`config.mk`:
```
export PLATFORM = sky130hd
export DESIGN_NAME = countdown_timer_bank_flat
export DESIGN_NICKNAME = d
export VERILOG_FILES = /design/src/rtl/countdown_timer_bank_if.sv /design/src/rtl/countdown_timer_bank.sv /design/src/flat_wrapper.sv
export SDC_FILE = /design/constraint.sdc
export NUM_CORES = 1
export LEC_CHECK = 0
export CORE_AREA = 2 2 132 134
export DETAILED_ROUTE_END_ITERATION = 8
export DIE_AREA = 0 0 134 136
export SYNTH_ARGS = -nofsm -noshare
export SYNTH_HDL_FRONTEND = slang
export SYNTH_SLANG_ARGS = --single-unit
```
`constraint.sdc`:
```
create_clock -name clock -period 3.8 [get_ports clock]
set_clock_uncertainty 0.05 [all_clocks]
set_input_delay 0.95 -clock clock [delete_from_list [all_inputs] [get_ports clock]]
set_output_delay 0.95 -clock clock [all_outputs]
set_load 0.03 [all_outputs]
```
`src/rtl/countdown_timer_bank_if.sv`:
```
// Control/status bundle for the countdown timer bank: tick, per-channel
// load/mode/pause requests in, per-channel expiry/running/remaining out.
interface countdown_timer_bank_if #(
    parameter int unsigned CHANNELS = 4,
    parameter int unsigned WIDTH    = 8
);
    logic                      enable_1Hz;
    logic [CHANNELS-1:0]       load;
    logic [CHANNELS*WIDTH-1:0] value;
    logic [CHANNELS-1:0]       auto_reload;
    logic [CHANNELS-1:0]       pause;
    logic [CHANNELS-1:0]       expired;
    logic [CHANNELS-1:0]       running;
    logic [CHANNELS*WIDTH-1:0] remaining;

    modport master (
        output enable_1Hz, load, value, auto_reload, pause,
        input  expired, running, remaining
    );

    modport slave (
        input  enable_1Hz, load, value, auto_reload, pause,
        output expired, running, remaining
    );
endinterface

```
`src/rtl/countdown_timer_bank.sv`:
```
// Bank of independent tick-driven countdown timers, each with one-shot or
// periodic reload, level-sensitive pause and a one-clock expiry pulse.
module countdown_timer_bank #(
    parameter int unsigned CHANNELS = 4,
    parameter int unsigned WIDTH    = 8
) (
    input  logic                  clock,
    input  logic                  reset_sync,
    countdown_timer_bank_if.slave bus
);
    typedef enum logic [1:0] {
        ST_IDLE   = 2'd0,
        ST_RUN    = 2'd1,
        ST_PAUSED = 2'd2
    } state_t;

    state_t              state_q  [CHANNELS];
    state_t              state_n  [CHANNELS];
    logic [WIDTH-1:0]    count_q  [CHANNELS];
    logic [WIDTH-1:0]    count_n  [CHANNELS];
    logic [WIDTH-1:0]    reload_q [CHANNELS];
    logic [WIDTH-1:0]    reload_n [CHANNELS];
    logic [CHANNELS-1:0] expired_q;
    logic [CHANNELS-1:0] expired_n;
    logic [CHANNELS-1:0] running_q;
    logic [CHANNELS-1:0] running_n;
    logic [CHANNELS*WIDTH-1:0] remaining_flat;

    // State and output registers
    always_ff @(posedge clock or posedge reset_sync) begin
        if (reset_sync) begin
            for (int i = 0; i < CHANNELS; i++) begin
                state_q[i]  <= ST_IDLE;
                count_q[i]  <= '0;
                reload_q[i] <= '0;
            end
            expired_q <= '0;
            running_q <= '0;
        end else begin
            for (int i = 0; i < CHANNELS; i++) begin
                state_q[i]  <= state_n[i];
                count_q[i]  <= count_n[i];
                reload_q[i] <= reload_n[i];
            end
            expired_q <= expired_n;
            running_q <= running_n;
        end
    end

    // Per-channel next state; load wins over pause and tick in the same cycle
    always_comb begin
        expired_n = '0;
        running_n = '0;
        for (int i = 0; i < CHANNELS; i++) begin
            state_n[i]  = state_q[i];
            count_n[i]  = count_q[i];
            reload_n[i] = reload_q[i];
            if (bus.load[i]) begin
                if (bus.value[i*WIDTH +: WIDTH] == '0) begin
                    count_n[i]   = '0;
                    reload_n[i]  = '0;
                    state_n[i]   = ST_IDLE;
                    expired_n[i] = 1'b1;
                end else begin
                    count_n[i]  = bus.value[i*WIDTH +: WIDTH];
                    reload_n[i] = bus.value[i*WIDTH +: WIDTH];
                    state_n[i]  = bus.pause[i] ? ST_PAUSED : ST_RUN;
                end
            end else begin
                case (state_q[i])
                    ST_RUN: begin
                        if (bus.pause[i]) begin
                            state_n[i] = ST_PAUSED;
                        end else if (bus.enable_1Hz) begin
                            if (count_q[i] > WIDTH'(1)) begin
                                count_n[i] = count_q[i] - WIDTH'(1);
                            end else begin
                                // Terminal tick: the counter never goes below 1 while running
                                expired_n[i] = 1'b1;
                                if (bus.auto_reload[i]) begin
                                    count_n[i] = reload_q[i];
                                end else begin
                                    count_n[i] = '0;
                                    state_n[i] = ST_IDLE;
                                end
                            end
                        end
                    end
                    ST_PAUSED: begin
                        if (!bus.pause[i]) begin
                            state_n[i] = ST_RUN;
                        end
                    end
                    default: begin
                        state_n[i] = ST_IDLE;
                    end
                endcase
            end
            running_n[i] = (state_n[i] != ST_IDLE);
        end
    end

    always_comb begin
        remaining_flat = '0;
        for (int i = 0; i < CHANNELS; i++) begin
            remaining_flat[i*WIDTH +: WIDTH] = count_q[i];
        end
    end

    assign bus.expired   = expired_q;
    assign bus.running   = running_q;
    assign bus.remaining = remaining_flat;
endmodule

```
`src/flat_wrapper.sv`:
```
// flat-port wrapper written by rule: the top's interface ports become plain ports
module countdown_timer_bank_flat 
#(
    parameter int unsigned CHANNELS = 4,
    parameter int unsigned WIDTH    = 8
)
  (clock, reset_sync, bus_enable_1Hz, bus_load, bus_value, bus_auto_reload, bus_pause, bus_expired, bus_running, bus_remaining);
  countdown_timer_bank_if #(.CHANNELS(CHANNELS), .WIDTH(WIDTH)) bus_i ();
  input  logic clock;
  input  logic reset_sync;
  input wire logic [$bits(bus_i.enable_1Hz)-1:0] bus_enable_1Hz;
  input wire logic [$bits(bus_i.load)-1:0] bus_load;
  input wire logic [$bits(bus_i.value)-1:0] bus_value;
  input wire logic [$bits(bus_i.auto_reload)-1:0] bus_auto_reload;
  input wire logic [$bits(bus_i.pause)-1:0] bus_pause;
  output wire logic [$bits(bus_i.expired)-1:0] bus_expired;
  output wire logic [$bits(bus_i.running)-1:0] bus_running;
  output wire logic [$bits(bus_i.remaining)-1:0] bus_remaining;
  assign bus_i.enable_1Hz = bus_enable_1Hz;
  assign bus_i.load = bus_load;
  assign bus_i.value = bus_value;
  assign bus_i.auto_reload = bus_auto_reload;
  assign bus_i.pause = bus_pause;
  assign bus_expired = bus_i.expired;
  assign bus_running = bus_i.running;
  assign bus_remaining = bus_i.remaining;
  countdown_timer_bank #(.CHANNELS(CHANNELS), .WIDTH(WIDTH)) u_core (.clock(clock), .reset_sync(reset_sync), .bus(bus_i));
endmodule
```
==> out/qor.csv <==
metric;value;unit
p_seq_share;40.6;%
path_delay_family;simple AND/OR/NAND/NOR gates;
first_iter_violations;399;
pre_cts_ws;763;ps
antenna_found_initial;0;
hold_buffers;0;
overflow;0;
slew_headroom;48.2;%
synth_nets;594;
grt_max_degree;43;
yosysMostFrequentCell;dfrtp_1;
tightest_slew;776;ps
yosys-top-cells-count;dfrtp_1 (80), nand2_1 (39), inv_1 (35);
cts_buffers;9;
rsz0062_at_grt;no;
synthTopCellsByArea;dfrtp_1 (41%), mux2_2 (5.9%), ha_1 (4.1%), o21ai_0 (3.2%), nand2_1 (3.0%);
ys_async_sr_fraction;100;%
period_minus_slack;2670;ps
cts.sinks;80;
regToRegSetupSlack;1490;ps
cp_slowest_cell;clkdlybuf4s50_1;
power_frac_comb;24.9;%
hold_viol;0;
cp_num_buf_inv;1;
tritoncts;built;
post_cts_buffers;0;
setup_tns;0;ps
p_int;0.00172;W
setup.worst_path.start_class;input pin;
drive_above_1_share;11.0;%
place_congestion;0.870;
synth_top_area_share;40.7;%
critPathCaptureType;flip-flop;
pwr-share-clk;34.5;%
nNetsFinal;677;
power_density;399;nW/um2
min_path_cells;1;
arrival;2880;ps
maxCapViolCount;0;
ios;87;
clkLatencyLatePin;350;ps
htree_levels;3;
cp_max_fo;9;
io_buffer_count;86;
regToRegStartpoint;u_core.bus.remaining[0]$_DFFE_PP0P_;
netlist_instances;531;
core-area;16900;um2
crit_chain;clkdlybuf4s50_1 -> and3b_1 -> nor2_1 -> or4b_2 -> a31oi_1;
synth_top_cell_by_area;dfrtp_1;
synth_ff_type;dfrtp_1;
cpPeakStageDelay;690;ps
p_sw;0.000813;W
slew_violations;0;
worst_ep_required_time;4010;ps
die_x;134;um
place_hpwl;10100;um
cts.path.max_buffers;2;
dieArea;18200;um2
drt_pass1_iterations;4;
routed_wl;14000;um
ir_worst_vdd;0.000183;V
sw_frac_of_total;32.2;%
setup_ws;1130;ps
rr_worst_depth;6;
grt_pass1_vias;4484;
hold_path.class;flip-flop to flip-flop;
p_leak;2.52;nW
post-route-drc-count;0;
num_rows;48;
antennaDiodeCount;0;
min_to;u_core.reload_q[27]$_DFFE_PP0P_;
timing.hold.ws;449;ps
path_clk_slew;60;ps
cts_resized;0;
vias_per_cell;5.33;
period_share;70.2;%
syn_area;4920;um2
wire_per_inst;16.5;um
ys_types;76;
cts-root-buf;clkbuf_16;
ys_ff_latch;80;
min_from;u_core.reload_q[27]$_DFFE_PP0P_;
path_class;input pin to flip-flop;
die_h;136;um
syn_to_final_growth;28.6;%
max_freq;375;MHz
seq_area_frac_synth;40.7;%
grt_usage;15.6;%
ant_nets;0;
run_status;completed;
synth_edf_count;0;
yosysWarnings;0;
grt_pass1_wl;22800;um
syn_avg_cell_area;9.27;um2
initial_utilization;29.2;%
setup_viol;0;
r2r-end;u_core.bus.remaining[2]$_DFFE_PP0P_;
vias;4502;
==> layout by cell type, fill, tap and decap left out, drive strengths merged, types with 7 or more instances in the layout <==
master / instances
o31ai: 7
nor2: 29
o211ai: 9
nand2b: 10
nor2b: 12
o21ai: 35
inv: 34
a21oi: 27
nor4: 14
clkdlybuf4s50: 86
buf: 8
nand3b: 11
nand3: 11
or3: 8
mux2: 26
nand4: 9
dfrtp: 80
nand2: 39
ha: 16
a22oi: 11
a31oi: 11
clkbuf: 10
nor3: 20
==> sequential cells by signal, summed over array words and instances, names as in the netlist <==
name                  count
u_core.bus.running        4
u_core.state_q            8
u_core.reload_q          32
u_core.bus.expired        4
u_core.bus.remaining     32
==> layer usage <==
layer / vias to the layer above / track usage, % / share of wire [%]
li1: 2145 / - / -
met1: 2220 / 20.0 / 46
met5: - / 0 / 0
met3: 24 / 2.16 / 3.1
met4: 0 / 7.45 / 2.5
met2: 113 / 26.1 / 49
==> kinds of logic after synthesis <==
logic type / synth area share [%]
multiplexers: 6.15
AND/OR/NAND/NOR: 23.1
AO/OA/AOI/OAI: 20.4
buffers and inverters: 4.75
XOR/XNOR: 0.890
flip-flops: 40.7
adder cells (fa/ha/maj): 4.07
==> power groups by stage <==
| stage | clock [W] | sequential [W] | combinational (W) |
|---|---|---|---|
| CTS | 0.000894 | 0.00102 | 0.000631 |
| detailed placement | 0 | 0.00104 | 0.000627 |
| floorplan | 0 | 0.00110 | 0.000314 |
| global placement | 0 | 0.00104 | 0.000617 |
| finish | 0.000872 | 0.00103 | 0.000629 |
| global route | 0.000937 | 0.00104 | 0.000688 |
==> how the worst max path moves through the flow <==
stage | cells after the start | slack [ps] | to | from
global route | 5 | 1080 | u_core.bus.remaining[2]$_DFFE_PP0P_ | bus_enable_1Hz
global placement | 5 | 800 | u_core.bus.remaining[2]$_DFFE_PP0P_ | bus_enable_1Hz
floorplan | 1 | 750 | u_core.bus.expired[0]$_DFF_PP0_ | reset_sync
finish | 5 | 1130 | u_core.bus.remaining[2]$_DFFE_PP0P_ | bus_enable_1Hz
detailed placement | 5 | 760 | u_core.bus.remaining[2]$_DFFE_PP0P_ | bus_enable_1Hz
CTS | 5 | 1140 | u_core.bus.remaining[2]$_DFFE_PP0P_ | bus_enable_1Hz
==> area by class of cell <==
type                    instances  area (um2)
flip-flops and latches         80        2000
multi-input cells             392        2690
fillers                      1657       10500
inverters                      37         140
clock buffers                  10         229
repair buffers                 94         933
clock inverters                 6        60.1
well taps                     225         282
==> through the flow <==
stage | power (W) | util (%) | area, um2 | instances
6_report | 0.00253 | 37.5 | 6330 | 844
5_1_grt | 0.00266 | 37.5 | 6330 | 844
4_1_cts | 0.00255 | 37.5 | 6330 | 844
3_5_place_dp | 0.00167 | 35.8 | 6040 | 828
3_3_place_gp | 0.00166 | 35.8 | 6040 | 828
2_1_floorplan | 0.00141 | - | 4920 | 531
Note: power is estimated with default switching activity, not from simulation.
